`src/rtl/mem_copy_pkg.sv`:
```
// Shared definitions for the memory copy engine, the data memory and the
// top-level memory-side mux.
package mem_copy_pkg;

    localparam int MC_AW = 8;
    localparam int MC_DW = 8;

    typedef enum logic [1:0] {
        ST_IDLE  = 2'd0,
        ST_READ  = 2'd1,
        ST_WRITE = 2'd2,
        ST_DONE  = 2'd3
    } state_t;

endpackage

```
`src/rtl/mem_copy_engine.sv`:
```
// Byte-block copy engine driving the single-port data memory.
// Each byte costs one read cycle and one write cycle.
//
// state    | meaning
// ---------+-----------------------------------------------------------
// ST_IDLE  | waiting for Start; memory outputs parked at 0
// ST_READ  | MemAddr = source pointer, data latched at the clock edge
// ST_WRITE | MemAddr = destination pointer, latched byte written
// ST_DONE  | one-cycle Done pulse, Busy still high
module mem_copy_engine
    import mem_copy_pkg::*;
#(
    parameter int AW = MC_AW,
    parameter int DW = MC_DW
) (
    input  logic          Clk,
    input  logic          Reset,
    input  logic          Start,
    input  logic [AW-1:0] SrcAddr,
    input  logic [AW-1:0] DstAddr,
    input  logic [AW-1:0] Len,
    input  logic          Descending,
    output logic [AW-1:0] MemAddr,
    output logic [DW-1:0] MemWData,
    output logic          MemWrite,
    input  logic [DW-1:0] MemRData,
    output logic          Busy,
    output logic          Done
);

    state_t        r_state;
    state_t        w_next_state;
    logic [AW-1:0] r_src_ptr;
    logic [AW-1:0] r_dst_ptr;
    logic [AW-1:0] r_count;
    logic [DW-1:0] r_data;
    logic          r_desc;
    logic [AW-1:0] w_step;
    logic          w_last;

    // Adding all-ones is a decrement mod 2**AW, so one adder serves both directions.
    assign w_step = r_desc ? '1 : AW'(1);
    assign w_last = (r_count == AW'(1));

    // State register; reset parks the FSM in IDLE immediately.
    always_ff @(posedge Clk or posedge Reset) begin
        if (Reset) begin
            r_state <= ST_IDLE;
        end else begin
            r_state <= w_next_state;
        end
    end

    // Next-state decode; Start is only looked at in IDLE.
    always_comb begin
        w_next_state = r_state;
        case (r_state)
            ST_IDLE:  if (Start) w_next_state = (Len == '0) ? ST_DONE : ST_READ;
            ST_READ:  w_next_state = ST_WRITE;
            ST_WRITE: w_next_state = w_last ? ST_DONE : ST_READ;
            ST_DONE:  w_next_state = ST_IDLE;
            default:  w_next_state = ST_IDLE;
        endcase
    end

    // Pointer, counter and data latch; request inputs are captured once at the Start edge.
    always_ff @(posedge Clk or posedge Reset) begin
        if (Reset) begin
            r_src_ptr <= '0;
            r_dst_ptr <= '0;
            r_count   <= '0;
            r_data    <= '0;
            r_desc    <= 1'b0;
        end else begin
            case (r_state)
                ST_IDLE: begin
                    if (Start) begin
                        r_desc  <= Descending;
                        r_count <= Len;
                        if (Descending) begin
                            // Start from the top byte so an upward-overlapping copy is safe.
                            r_src_ptr <= SrcAddr + Len - AW'(1);
                            r_dst_ptr <= DstAddr + Len - AW'(1);
                        end else begin
                            r_src_ptr <= SrcAddr;
                            r_dst_ptr <= DstAddr;
                        end
                    end
                end
                ST_READ: begin
                    r_data <= MemRData;
                end
                ST_WRITE: begin
                    r_src_ptr <= r_src_ptr + w_step;
                    r_dst_ptr <= r_dst_ptr + w_step;
                    r_count   <= r_count - AW'(1);
                end
                default: begin
                end
            endcase
        end
    end

    // Memory-side outputs decoded from state only, so Reset drops MemWrite at once.
    always_comb begin
        MemAddr  = '0;
        MemWData = '0;
        MemWrite = 1'b0;
        case (r_state)
            ST_READ: begin
                MemAddr = r_src_ptr;
            end
            ST_WRITE: begin
                MemAddr  = r_dst_ptr;
                MemWData = r_data;
                MemWrite = 1'b1;
            end
            default: begin
            end
        endcase
    end

    assign Busy = (r_state != ST_IDLE);
    assign Done = (r_state == ST_DONE);

endmodule

```
`config.mk`:
```
export PLATFORM = sky130hd
export DESIGN_NAME = mem_copy_engine
export DESIGN_NICKNAME = d
export VERILOG_FILES = /design/src/rtl/mem_copy_pkg.sv /design/src/rtl/mem_copy_engine.sv
export SDC_FILE = /design/constraint.sdc
export NUM_CORES = 1
export LEC_CHECK = 0
export ABC_CLOCK_PERIOD_IN_PS = 2650
export BUFFER_PORTS_ARGS = -buffer_cell sky130_fd_sc_hd__buf_2
export CAP_MARGIN = 20
export CORE_MARGIN = 2
export CORE_UTILIZATION = 25
export CTS_CLUSTER_SIZE = 24
export DETAILED_ROUTE_END_ITERATION = 12
export REMOVE_ABC_BUFFERS = 1
export SYNTH_ARGS = -nofsm -noshare
export SYNTH_HDL_FRONTEND = slang
export SYNTH_SLANG_ARGS = --single-unit
```
`constraint.sdc`:
```
create_clock -name Clk -period 2.65 [get_ports Clk]
set_clock_uncertainty 0.15 [all_clocks]
set_input_delay 0.1325 -clock Clk [delete_from_list [all_inputs] [get_ports Clk]]
set_output_delay 0.1325 -clock Clk [all_outputs]
set_load 0.03 [all_outputs]
```
==> metrics.yaml <==
placement:
  placed_cell_area_sq_um: 3920
  gp_congestion: 0.833
  place_ws_ns: 0.0591
  dp_hpwl_um: 7290
  port_buffers: 54
pwr:
  powerDensity_nw_per_um2: 1200
  power_uw: 4990
  peakVddDrop_mv: 0.420
  p_leak_uw: 0.00201
logic_synthesis:
  avgSynthCellArea_sq_um: 8.44
  ys_ff_latch: 35
  ys_async_sr_fraction_pct: 100
  ys_warn_count: 0
  synthCells: 409
  syn_area_sq_um: 3450
  synth_edf_count: 0
  synth_cell_types: 52
  ys_seq_area_share_pct: 25.4
  ys.flop_type: "dfrtp_1"
timing:
  setup_ws_ns: 0.190
  tightestPinTransition_ns: 0.911
  relSlewSlack_pct: 39.2
  hold_viol: 0
  slew_violations: 0
  whs_ns: 0.00394
  rsz0062_at_grt: "no"
  period_share_pct: 92.8
  final-setup-viol-count: 0
  fin_crit_ns: 2.46
  fmax_mhz: 407
detailed_routing:
  vias_per_cell: 4.81
  antenna_left: 0
  firstDrtPassIters: 4
  wl_per_cell_um: 14.4
  finalWirelength_um: 9380
  drtIter0Drc: 181
  vias: 3124
  remaining_drc_errors: 0
final_layout:
  drive_gt1_share_pct: 18.8
  final_nets: 558
  final_cell_area_sq_um: 4170
  fill_cells: 1408
  area_growth_syn_to_layout_pct: 20.8
  antenna_cells: 0
  layout_commonest_cell: "inv_1"
  most-common-layout-cells: "inv_1 (57), buf_2 (54), ha_1 (44), dfrtp_1 (35), a21oi_1 (34)"
critical_path:
  path_max_fanout: 10
  worst-setup-path-type: "reg2reg"
  rr_endpoint: "r_src_ptr[6]$_DFFE_PP0P_"
  timing.rr.start: "r_desc$_DFFE_PP0P_"
  required_ns: 2.66
  cp-end-kind: "flip-flop"
  startpoint_type: "flip-flop"
  r2r_cells: 8
  regToRegSetupSlack_ns: 0.19
  crit_arrival_ns: 2.47
clock_network:
  cts_tree: "yes"
  cts.htree.levels: 2
  postCtsSetupRepairBufs: 0
  ctsHoldBuffers: 11
  path_clk_slew_ns: 0.06
  cts_sinks: 35
  insertion_delay_ns: 0.28
  cts_made_buffers: 5
  clockRootBuffer: "clkbuf_16"
  ctsResizeCount: 0
  cts_buffer_depth: 2
grt:
  grt_pass1_vias: 3092
  antenna_found_initial: 0
  grt.overflow.total: 0
  grt_pass1_wl_um: 15300
  grtUsageTotal_pct: 13.0
  grt_max_degree: 51
floorplanning:
  die_height_um: 122
  start_util_pct: 25.9
  rows: 42
  die_x_um: 122
  core-area_sq_um: 13300
  dieArea_sq_um: 14800
  pin_count: 55
worst_hold_path:
  hold_path.class: "in2reg"
  hold_depth: 3
  worstHoldStart: "Len[3]"
  min_to: "r_count[3]$_DFFE_PP0P_"
run:
  maxCapViolations: 0
run_status:
  status: "complete, no violations"
==> critical path: stages, from the launching register on <==
cell,delay [ns]
dfrtp_1,0.58
inv_1,0.20
fa_1,0.44
nor2b_1,0.18
o31a_1,0.16
o21a_1,0.12
nor2_1,0.05
xnor2_1,0.13
a221o_1,0.33
==> final cells by class <==
class | instances | area, sq um | area share, %
inverters | 57 | 214 | 5.13
clock inverters | 1 | 5.00 | 0.120
flip-flops and latches | 35 | 876 | 21.0
clock buffers | 6 | 139 | 3.33
multi-input cells | 301 | 2270 | 54.4
well taps | 176 | 220 | 5.28
repair buffers | 74 | 448 | 10.7
==> metal layers <==
metal | track usage (%) | vias to the layer above | part of all wire [%]
met2 | 23.0 | 68 | 51
met5 | 0 | - | 0
met1 | 16.3 | 1483 | 43
met4 | 3.81 | 0 | 1.3
met3 | 2.15 | 7 | 4.6
li1 | - | 1566 | -
==> cell families (layout without fill, tap and decap cells) <==
family	Yosys count	in the layout	synth area share [%]
compound gates	122	122	23.0
simple gates	93	93	13.5
buf+inv	73	138	8.99
fa+ha+maj	48	48	18.3
flops	35	35	25.4
xor+xnor	19	19	5.04
mux	19	19	5.83
==> metrics by stage <==
| step | util [%] | instances | TNS (ns) |
|---|---|---|---|
| floorplan | - | 393 | -25.42 |
| global placement | 29.4 | 632 | 0 |
| detailed placement | 29.4 | 632 | 0 |
| CTS | 31.3 | 650 | 0 |
| global route | 31.3 | 650 | 0 |
| finish | 31.3 | 650 | 0 |
==> cells in the mapped netlist (all sizes together), types with 5 or more instances <==
| cell type | count | share of area [%] |
|---|---|---|
| o211ai | 5 | 1.1 |
| nor2b | 11 | 2.0 |
| mux2 | 9 | 2.9 |
| a211oi | 5 | 1.1 |
| inv | 57 | 6.2 |
| ha | 44 | 16 |
| and2 | 10 | 1.8 |
| o21a | 9 | 2.0 |
| nor3 | 5 | 0.72 |
| a22oi | 8 | 1.7 |
| mux2i | 10 | 2.9 |
| a21oi | 34 | 4.9 |
| dfrtp | 35 | 25 |
| clkbuf | 12 | 2.2 |
| o21ai | 27 | 3.9 |
| xnor2 | 13 | 3.3 |
| xor2 | 6 | 1.7 |
| o22ai | 10 | 1.8 |
| nor2 | 26 | 2.8 |
| a21o | 7 | 1.5 |
| nand2 | 22 | 2.5 |
==> sequential cells by signal (all words and copies together) (netlist names) <==
signal     cells
r_data         8
r_desc         1
r_src_ptr      8
r_state        2
r_count        8
r_dst_ptr      8
==> power breakdown <==
part | total [uW] | leakage [uW] | internal [uW] | switching [uW]
sequential | 1080 | 0.000409 | 819 | 265
clock | 591 | 0.0000727 | 367 | 224
combinational | 3310 | 0.00153 | 1390 | 1920
total | 4990 | 0.00201 | 2580 | 2410
==> worst max path at each step <==
stage	from	end	slack, ns	cells after the start
6_report	r_desc$_DFFE_PP0P_	r_src_ptr[6]$_DFFE_PP0P_	0.19	8
5_1_grt	r_desc$_DFFE_PP0P_	r_dst_ptr[7]$_DFFE_PP0P_	0.05	7
4_1_cts	r_desc$_DFFE_PP0P_	r_src_ptr[6]$_DFFE_PP0P_	0.21	8
3_5_place_dp	Len[1]	r_src_ptr[7]$_DFFE_PP0P_	0.06	12
3_3_place_gp	Len[1]	r_dst_ptr[7]$_DFFE_PP0P_	0.09	12
2_1_floorplan	r_state[0]$_DFFE_PP0P_	r_dst_ptr[7]$_DFFE_PP0P_	-1.46	7
No activity file was read; power rests on OpenSTA's default activity.
